===== src/rtl/freq_pkt_pkg.sv =====
// Shared types, packet layout constants and sizing helpers for freq_meas_packetizer.
// FREQ_PKT_CHECKSUM_EN appends an XOR checksum byte to every packet.
package freq_pkt_pkg;

    typedef enum logic {
        IDLE = 1'b0,
        SEND = 1'b1
    } state_e;

    localparam logic [7:0] SYNC_BYTE_DEFAULT = 8'hA5;

    localparam int SYNC_OFFSET      = 0;
    localparam int SEQ_OFFSET       = 1;
    localparam int TIME_HIGH_OFFSET = 2;

`ifdef FREQ_PKT_CHECKSUM_EN
    localparam bit CHECKSUM_EN = 1'b1;
`else
    localparam bit CHECKSUM_EN = 1'b0;
`endif

    function automatic int time_low_offset(input int meas_width);
        return TIME_HIGH_OFFSET + meas_width / 8;
    endfunction

    function automatic int period_offset(input int meas_width);
        return TIME_HIGH_OFFSET + 2 * (meas_width / 8);
    endfunction

    // Sync + seq + three words, plus one byte when the checksum is enabled.
    function automatic int pkt_bytes(input int meas_width, input bit checksum_en);
        return 2 + 3 * (meas_width / 8) + (checksum_en ? 1 : 0);
    endfunction

endpackage


===== src/rtl/freq_meas_packetizer_if.sv =====
// Measurement input and byte-stream output bundle of freq_meas_packetizer.
// slave is the packetizer side; master is the producer/sink side.
interface freq_meas_packetizer_if #(
    parameter int MEAS_WIDTH = 32
);
    logic                  meas_valid;
    logic [MEAS_WIDTH-1:0] time_high;
    logic [MEAS_WIDTH-1:0] time_low;
    logic [MEAS_WIDTH-1:0] period;
    logic [7:0]            tx_data;
    logic                  tx_valid;
    logic                  tx_ready;
    logic                  tx_last;
    logic                  busy;
    logic [7:0]            drop_count;

    modport master (
        output meas_valid, time_high, time_low, period, tx_ready,
        input  tx_data, tx_valid, tx_last, busy, drop_count
    );

    modport slave (
        input  meas_valid, time_high, time_low, period, tx_ready,
        output tx_data, tx_valid, tx_last, busy, drop_count
    );
endinterface


===== src/rtl/freq_pkt_byte_mux.sv =====
// Selects the packet byte at idx_i from the snapshot, MSB byte of each word first.
// FREQ_PKT_CHECKSUM_EN adds the XOR of bytes SEQ..last PERIOD byte at index N.
module freq_pkt_byte_mux
    import freq_pkt_pkg::*;
#(
    parameter int         MEAS_WIDTH = 32,
    parameter logic [7:0] SYNC_BYTE  = SYNC_BYTE_DEFAULT,
    parameter int         IDX_W      = 4
) (
    input  logic [IDX_W-1:0]      idx_i,
    input  logic [7:0]            seq_i,
    input  logic [MEAS_WIDTH-1:0] time_high_i,
    input  logic [MEAS_WIDTH-1:0] time_low_i,
    input  logic [MEAS_WIDTH-1:0] period_i,
    output logic [7:0]            byte_o
);
    localparam int WORD_BYTES = MEAS_WIDTH / 8;
    localparam int BASE_BYTES = pkt_bytes(MEAS_WIDTH, 1'b0);
    localparam int TL_OFFSET  = time_low_offset(MEAS_WIDTH);
    localparam int PER_OFFSET = period_offset(MEAS_WIDTH);

    logic [7:0] field_bytes [BASE_BYTES];

    assign field_bytes[SYNC_OFFSET] = SYNC_BYTE;
    assign field_bytes[SEQ_OFFSET]  = seq_i;

    for (genvar gi = 0; gi < WORD_BYTES; gi++) begin : g_word_bytes
        localparam int HI = MEAS_WIDTH - 1 - 8 * gi;
        assign field_bytes[TIME_HIGH_OFFSET + gi] = time_high_i[HI -: 8];
        assign field_bytes[TL_OFFSET + gi]        = time_low_i[HI -: 8];
        assign field_bytes[PER_OFFSET + gi]       = period_i[HI -: 8];
    end

`ifdef FREQ_PKT_CHECKSUM_EN
    logic [7:0] checksum;

    always_comb begin
        checksum = '0;
        for (int i = SEQ_OFFSET; i < BASE_BYTES; i++) begin
            checksum = checksum ^ field_bytes[i];
        end
    end
`endif

    always_comb begin
        byte_o = '0;
        for (int i = 0; i < BASE_BYTES; i++) begin
            if (idx_i == IDX_W'(i)) begin
                byte_o = field_bytes[i];
            end
        end
`ifdef FREQ_PKT_CHECKSUM_EN
        if (idx_i == IDX_W'(BASE_BYTES)) begin
            byte_o = checksum;
        end
`endif
    end
endmodule


===== src/rtl/freq_meas_packetizer.sv =====
// Snapshots each measurement and streams it as a framed byte packet with sequence numbering
// and a saturating drop counter. FREQ_PKT_CHECKSUM_EN appends a trailing XOR checksum byte.
module freq_meas_packetizer
    import freq_pkt_pkg::*;
#(
    parameter int         MEAS_WIDTH = 32,    // multiple of 8, at least 8
    parameter logic [7:0] SYNC_BYTE  = SYNC_BYTE_DEFAULT
) (
    input  logic                   clk_i,
    input  logic                   rst_n_i,
    freq_meas_packetizer_if.slave  bus
);
    localparam int                PKT_LEN  = pkt_bytes(MEAS_WIDTH, CHECKSUM_EN);
    localparam int                IDX_W    = $clog2(PKT_LEN);
    localparam logic [IDX_W-1:0]  LAST_IDX = IDX_W'(PKT_LEN - 1);

    state_e                state_q, state_d;
    logic [IDX_W-1:0]      idx_q, idx_d;
    logic [7:0]            seq_q, seq_d;
    logic [7:0]            snap_seq_q, snap_seq_d;
    logic [7:0]            drop_q, drop_d;
    logic [MEAS_WIDTH-1:0] th_q, th_d;
    logic [MEAS_WIDTH-1:0] tl_q, tl_d;
    logic [MEAS_WIDTH-1:0] per_q, per_d;
    logic [7:0]            mux_byte;

    logic handshake, last_hs, capture, drop;

    assign handshake = (state_q == SEND) && bus.tx_ready;
    assign last_hs   = handshake && (idx_q == LAST_IDX);
    // A strobe on the final handshake starts the next packet instead of being dropped.
    assign capture   = bus.meas_valid && ((state_q == IDLE) || last_hs);
    assign drop      = bus.meas_valid && (state_q == SEND) && !last_hs;

    always_comb begin
        state_d    = state_q;
        idx_d      = idx_q;
        seq_d      = seq_q;
        snap_seq_d = snap_seq_q;
        drop_d     = drop_q;
        th_d       = th_q;
        tl_d       = tl_q;
        per_d      = per_q;
        if (capture) begin
            state_d    = SEND;
            idx_d      = '0;
            seq_d      = seq_q + 8'd1;
            snap_seq_d = seq_q;
            th_d       = bus.time_high;
            tl_d       = bus.time_low;
            per_d      = bus.period;
        end else if (last_hs) begin
            state_d = IDLE;
        end else if (handshake) begin
            idx_d = idx_q + IDX_W'(1);
        end
        if (drop && (drop_q != 8'hFF)) begin
            drop_d = drop_q + 8'd1;
        end
    end

    always_ff @(posedge clk_i or negedge rst_n_i) begin
        if (!rst_n_i) begin
            state_q    <= IDLE;
            idx_q      <= '0;
            seq_q      <= '0;
            snap_seq_q <= '0;
            drop_q     <= '0;
            th_q       <= '0;
            tl_q       <= '0;
            per_q      <= '0;
        end else begin
            state_q    <= state_d;
            idx_q      <= idx_d;
            seq_q      <= seq_d;
            snap_seq_q <= snap_seq_d;
            drop_q     <= drop_d;
            th_q       <= th_d;
            tl_q       <= tl_d;
            per_q      <= per_d;
        end
    end

    freq_pkt_byte_mux #(
        .MEAS_WIDTH (MEAS_WIDTH),
        .SYNC_BYTE  (SYNC_BYTE),
        .IDX_W      (IDX_W)
    ) u_byte_mux (
        .idx_i       (idx_q),
        .seq_i       (snap_seq_q),
        .time_high_i (th_q),
        .time_low_i  (tl_q),
        .period_i    (per_q),
        .byte_o      (mux_byte)
    );

    // Outputs derive only from registers, so they hold still while the sink stalls.
    assign bus.tx_valid   = (state_q == SEND);
    assign bus.busy       = (state_q == SEND);
    assign bus.tx_data    = (state_q == SEND) ? mux_byte : 8'h00;
    assign bus.tx_last    = (state_q == SEND) && (idx_q == LAST_IDX);
    assign bus.drop_count = drop_q;
endmodule

===== src/flat_wrapper.sv =====
// flat-port wrapper written by rule: the top's interface ports become plain ports
module freq_meas_packetizer_flat import freq_pkt_pkg::*;
#(
    parameter int         MEAS_WIDTH = 32,                                
    parameter logic [7:0] SYNC_BYTE  = SYNC_BYTE_DEFAULT
)
  (clk_i, rst_n_i, bus_meas_valid, bus_time_high, bus_time_low, bus_period, bus_tx_ready, bus_tx_data, bus_tx_valid, bus_tx_last, bus_busy, bus_drop_count);
  freq_meas_packetizer_if #(.MEAS_WIDTH(MEAS_WIDTH)) bus_i ();
  input  logic clk_i;
  input  logic rst_n_i;
  input wire logic [$bits(bus_i.meas_valid)-1:0] bus_meas_valid;
  input wire logic [$bits(bus_i.time_high)-1:0] bus_time_high;
  input wire logic [$bits(bus_i.time_low)-1:0] bus_time_low;
  input wire logic [$bits(bus_i.period)-1:0] bus_period;
  input wire logic [$bits(bus_i.tx_ready)-1:0] bus_tx_ready;
  output wire logic [$bits(bus_i.tx_data)-1:0] bus_tx_data;
  output wire logic [$bits(bus_i.tx_valid)-1:0] bus_tx_valid;
  output wire logic [$bits(bus_i.tx_last)-1:0] bus_tx_last;
  output wire logic [$bits(bus_i.busy)-1:0] bus_busy;
  output wire logic [$bits(bus_i.drop_count)-1:0] bus_drop_count;
  assign bus_i.meas_valid = bus_meas_valid;
  assign bus_i.time_high = bus_time_high;
  assign bus_i.time_low = bus_time_low;
  assign bus_i.period = bus_period;
  assign bus_i.tx_ready = bus_tx_ready;
  assign bus_tx_data = bus_i.tx_data;
  assign bus_tx_valid = bus_i.tx_valid;
  assign bus_tx_last = bus_i.tx_last;
  assign bus_busy = bus_i.busy;
  assign bus_drop_count = bus_i.drop_count;
  freq_meas_packetizer #(.MEAS_WIDTH(MEAS_WIDTH), .SYNC_BYTE(SYNC_BYTE)) u_core (.clk_i(clk_i), .rst_n_i(rst_n_i), .bus(bus_i));
endmodule

===== config.mk =====
export PLATFORM = sky130hd
export DESIGN_NAME = freq_meas_packetizer_flat
export DESIGN_NICKNAME = d
export VERILOG_FILES = /design/src/rtl/freq_pkt_pkg.sv /design/src/rtl/freq_meas_packetizer_if.sv /design/src/rtl/freq_pkt_byte_mux.sv /design/src/rtl/freq_meas_packetizer.sv /design/src/flat_wrapper.sv
export SDC_FILE = /design/constraint.sdc
export NUM_CORES = 1
export LEC_CHECK = 0
export ABC_AREA = 1
export CAP_MARGIN = 20
export CORE_MARGIN = 2
export CORE_UTILIZATION = 49
export CTS_BUF_LIST = sky130_fd_sc_hd__clkbuf_2 sky130_fd_sc_hd__clkbuf_4 sky130_fd_sc_hd__clkbuf_8
export CTS_CLUSTER_DIAMETER = 40
export DETAILED_ROUTE_END_ITERATION = 12
export GPL_TIMING_DRIVEN = 0
export PLACE_DENSITY = 0.79
export SLEW_MARGIN = 20
export SYNTH_ARGS = -nofsm -noshare
export SYNTH_HDL_FRONTEND = slang
export SYNTH_HIERARCHICAL = 1
export SYNTH_SLANG_ARGS = --single-unit

===== constraint.sdc =====
create_clock -name clk_i -period 1.7 [get_ports clk_i]
set_clock_uncertainty 0.05 [all_clocks]
set_input_delay 0.255 -clock clk_i [delete_from_list [all_inputs] [get_ports clk_i]]
set_output_delay 0.255 -clock clk_i [all_outputs]
set_load 0.01 [all_outputs]

== Word level (Yosys, flattened, before mapping) ==
Index checks and enable logic that the tools add are counted.
Word-level totals
  input bits: 100
  output and inout bits: 19
  bits in registers: 125
  logic and storage cells: 60
Cells by class
  mux-type cells: 20
  bitwise operators: 1
  reduce and logical (&&, ||, !) cells: 13
  equal/unequal tests: 15
  $add $sub $neg: 3
Operators by type and width (number)
  two-way mux 8 bit: 15
  == test 4 bit (second input constant): 6
  adder 8 x 1 -> 8 bit (second input constant): 2
  == test 4 x 3 -> 1 bit (second input constant): 4
  two-way mux 4 bit: 3
  == test 4 x 2 -> 1 bit (second input constant): 2
  != test 8 bit (second input constant): 1
  logical AND 1 bit: 7
  adder 4 x 1 -> 4 bit (second input constant): 1
  == test 4 x 1 -> 1 bit (second input constant): 1
  zero test 4 bit: 1
  nonzero test 2 bit: 2
  two-way mux 1 bit: 2
  != test 2 bit (second input constant): 1
  AND reduction 2 bit: 1
  zero test 1 bit: 1
  logical OR 1 bit: 1
  NOT 1 bit: 1

== Longest topological paths before layout ==
  depth after elaboration: 16
  gate-level depth with buffers: 13
  gate-level depth less buffers: 13

== Hierarchy ==
The synthesis kept the hierarchy.
By module, submodules not included
  freq_meas_packetizer: seq. area each 3128.0 sq um, instances 1, area each 5163.7 sq um, cells each 625
  freq_pkt_byte_mux: seq. area each 0.0 sq um, instances 1, area each 1027.2 sq um, cells each 228

== Worst setup path after synthesis ==
No wires, ideal clock.
  path type: register to output
  start: register u_core.idx_q[0]
  end: output port bus_tx_data[5]
  data arrival time: 1561 ps
  path slack: -166 ps
  required time: 1395 ps
  buffers on the path: 1
  stages on the path, launching flop included: 13
  cell sequence: dfrtp_1 > buf_4 > nor2_1 > inv_1 > nor2_1 > nand2_1 > nand4_1 > nor2_1 > nand3_1 > nand2_1 > nand4_1 > nand2_1 > inv_1
On the way
  cells in the longest elaborated chain, start to end: 16
  elaborated cells on any way between the ends: 29
  classes of those cells: eq/ne: 13; mux: 15; reduce/logical: 1
Ends and longest elaborated chain
  from (decl): RTL line freq_meas_packetizer.sv:18  | logic [IDX_W-1:0] idx_q, idx_d;
  from (signal assigned): RTL line freq_meas_packetizer.sv:74  | idx_q <= idx_d;
  zero test 4 bit: RTL line freq_pkt_byte_mux.sv:48  | if (idx_i == IDX_W'(i)) begin
  two-way mux 8 bit (13 in series): RTL line freq_pkt_byte_mux.sv:48
  two-way mux 8 bit (*): RTL line freq_pkt_byte_mux.sv:48
  via u_core.mux_byte[5]: RTL line freq_meas_packetizer.sv:25  | logic [7:0] mux_byte;
  two-way mux 8 bit (*): RTL line freq_meas_packetizer.sv:100  | assign bus.tx_data = (state_q == SEND) ? mux_byte : 8'h00;
  to (decl): RTL line flat_wrapper.sv:16  | output wire logic [$bits(bus_i.tx_data)-1:0] bus_tx_data;
The timed path passes the listed nets; every way through them passes the cells marked *.

== Worst setup path after layout ==
  start: register u_core.idx_q[1]
  end: output port bus_tx_data[4]
On the way
  cells in the longest elaborated chain, start to end: 15
  elaborated cells on any way between the ends: 27
  classes of those cells: eq/ne: 13; mux: 14
Ends and longest elaborated chain (RTL line)
  == test 4 x 1 -> 1 bit: freq_pkt_byte_mux.sv:48
  two-way mux 8 bit (12 in series): freq_pkt_byte_mux.sv:48
  two-way mux 8 bit (*): freq_pkt_byte_mux.sv:48
  via u_core.mux_byte[4]: freq_meas_packetizer.sv:25
  two-way mux 8 bit (*): freq_meas_packetizer.sv:100
Marked as above.

==> results <==
per-layer routing:
metal  wire (µm)  GRT usage (%)  part of all wire [%]
met5           0              0                     0
met4        1010           11.7                   5.3
met3        1680           7.11                   8.8
met2        8950           44.3                    47
met1        7510           35.9                    39
repair_timing:
action / 4_1_cts / 5_1_grt
hold buffers: 1 / 0
gates resized for setup: 127 / 44
setup buffers: 29 / 12
endpoints found under the hold margin: 44 / 0
endpoints found under the setup margin: 142 / 134
gates cloned: 1 / 0
pin swaps: 52 / 33
layout by cell type, fill, tap and decap left out, types with 7 or more instances in the layout:
cell / count
buf_2: 12
clkdlybuf4s50_1: 98
dfrtp_1: 120
nand3_2: 11
nand3_1: 25
inv_1: 50
o21ai_0: 10
buf_4: 30
nand4_1: 18
nor2_4: 13
clkbuf_8: 21
inv_2: 13
nor2_2: 10
or2_0: 7
dlygate4sd2_1: 8
nand2_1: 460
nand2_2: 16
nor2_1: 31
buf_6: 24
state kept, by name, indices dropped and copies added (netlist names):
name / count
u_core/th_q: 32
u_core/tl_q: 32
u_core/snap_seq_q: 8
u_core/seq_q: 8
u_core/bus.busy: 1
u_core/bus.drop_count: 8
u_core/per_q: 32
u_core/idx_q: 4
worst reg2reg max path: stages (launching register included):
cell	delay (ns)
dfrtp_2	0.50
buf_4	0.17
buf_4	0.14
inv_2	0.06
ha_4	0.12
nand2_1	0.06
nor2_2	0.10
nand2_2	0.12
nand2_1	0.15
nand2_4	0.10
clkbuf_4	0.19
o21ai_0	0.37
worst max path at each step:
stage | start | endpoint | slack, ns | cells after the start
floorplan | u_core/idx_q[0]$_DFFE_PN0P_ | bus_tx_data[2] | -0.02 | 9
global placement | rst_n_i | u_core/idx_q[3]$_DFFE_PN0P_ | -4.97 | 1
detailed placement | u_core/idx_q[0]$_DFFE_PN0P_ | bus_tx_data[7] | -0.99 | 14
CTS | u_core/idx_q[1]$_DFFE_PN0P_ | bus_tx_data[2] | -0.97 | 14
global route | u_core/idx_q[0]$_DFFE_PN0P_ | bus_tx_data[5] | -1.18 | 14
finish | u_core/idx_q[1]$_DFFE_PN0P_ | bus_tx_data[4] | -1.07 | 15
cell type report:
class	count	area, µm²	share of cell area (%)
tap	172	215	2.45
clock buffer	19	262	2.98
timing repair buffer	161	1630	18.6
multi-input combinational	631	2900	33.1
clock inverter	11	120	1.37
sequential	125	3130	35.7
inverter	70	285	3.25
buffer	27	226	2.58
cell families (layout without fill, tap and decap cells):
kind of cell	count (synthesis)	after routing	share of synthesized area (%)
AOI/OAI and AO/OA	17	17	1.64
and+or+nand+nor	602	603	39.4
adders and majority gates	4	4	0.808
DFF	125	125	50.5
xor gates and xnor gates	7	7	0.990
buffers and inverters	98	288	6.67
power groups by stage:
stage / Clock (mW) / Sequential [mW] / Combinational (mW)
5_1_grt: 2.71 / 5.42 / 7.42
2_1_floorplan: 0 / 4.98 / 3.25
3_3_place_gp: 0 / 5.23 / 4.90
3_5_place_dp: 0 / 5.23 / 5.07
6_report: 2.54 / 5.30 / 6.82
4_1_cts: 2.57 / 5.21 / 6.06
through the flow:
step                setup TNS [ns]  worst slack [ns]
floorplan                   -0.170           -0.0225
global placement           -600.26             -4.97
detailed placement          -43.28            -0.993
CTS                         -40.03            -0.966
global route                -69.36             -1.18
finish                      -57.04             -1.07
==> flow_summary.toml <==
[synth]
synth_top_area_cell = "dfrtp_1"
netlist_top_cells_area = "dfrtp_1 51%, nand2_1 29%, inv_1 3.6%"
yosysUniqueCellTypes = 29
synth_fp_nets = 957
avgSynthCellArea_um2 = 7.26
syn_inst = 853
synth_common_cells = "478 x nand2_1, 125 x dfrtp_1, 59 x inv_1"
postSynth.asyncResetShare_pct = 100
ys_seq_area_share_pct = 50.5
synth_most_common_cell = "nand2_1"
synth_seq_cells = 125
synth_edf_count = 0
synth_ff_type = "dfrtp_1"
synth_top_area_share_pct = 50.5
yosysWarnings = 6
synth_area_mm2 = 0.00619

[sta]
period_share_pct = 163
grt_setup_unrepaired = "true"
hold_slack_ns = 0.255
layout_min_cycle_time_ns = 2.77
finalWorstSetupSlack_ns = -1.07
clock.fmax_ghz = 0.360
drv_slew = 0
hold_viol = 0
setup_violations = 133
worstMarginPinSlew_ns = 0.422
maxSlewHeadroom_pct = 71.6

[critical_path]
crit_top_cell = "nor2_1"
reg2regPathDepth = 11
slowest_delay_ns = 0.50
worstPathBufferInverterCount = 5
cp.arrival_ns = 2.47
crit_family = "simple AND/OR/NAND/NOR gates"
crit_slowest_cell = "dfrtp_2"
regToRegSetupSlack_ns = -0.56
cp_data_required_time_ns = 1.39
timing.rr.end = "u_core/snap_seq_q[5]$_DFFE_PN0P_"
crit_chain = "buf_6 -> nand2_8 -> inv_4 -> nand2_4 -> buf_4 -> nor2_1 -> nor2_1 -> nand4_1 -> nand2_1 -> nand4_1 -> nor2_1 -> nand3_1 -> nand2_1 -> inv_2 -> buf_6"
start_kind = "register"
crit_path_end_kind = "output port"
crit_type = "reg -> out"
cp_max_fo = 7
r2r_start = "u_core/idx_q[1]$_DFFE_PN0P_"

[cells_and_area]
final_core_util_pct = 70.4
syn_to_final_growth_pct = 41.8
drive_gt1_share_pct = 18.7
final_cells = 1216
nets = 1137
fill_cells = 935
diodes = 0
design_area_mm2 = 0.00878

[floorplan]
core_mm2 = 0.0125
start_util_pct = 49.7
rows = 41
dieArea_mm2 = 0.0136
num_io_pins = 119
die_h_um = 116
dieWidth_um = 116

[place]
io_buffers = 118
gp_congestion = 0.909
place_area_mm2 = 0.00765
dpl.hpwl_mm = 11.8
place_inst = 1144

[pwr]
internal_power_mw = 8.62
swShare_pct = 41.1
seq_power_share_pct = 36.2
p_leak_nw = 4.59
power_mw = 14.7
switchingPower_mw = 6.03
combinationalPowerShare_pct = 46.5
clkPwrFrac_pct = 17.3
ir_worst_vdd_mv = 0.816
power_density_mw_per_mm2 = 1670

[grt]
grt_max_degree = 82
grt_use_total_pct = 27.6
antenna_found_initial = 0
first_global_vias = 5866
grt_pass1_wl_mm = 28.3
grt_overflow = 0

[route]
vias_per_cell = 5.21
ant_nets = 0
drtPass1Iterations = 7
wl_per_cell_um = 15.7
drcViolationCount = 0
wl_mm = 19.1
vias = 6333
drtIter0Drc = 634

[cts]
clk_path_buf_depth = 2
ctsRootBufferMaster = "clkbuf_8"
cts_tree = "built"
clk_pin_slew_worst_paths_ns = 0.08
cts.sinks = 125
htreeDepth = 4
clk_latency_ns = 0.43
cts_made_buffers = 17

[status]
violations = "setup timing"
status = "complete, but fails checks"

[job]
max-cap-violations = 0

[hold_path]
hold_path.class = "in -> async"
Power figures use the tool's default switching activity.
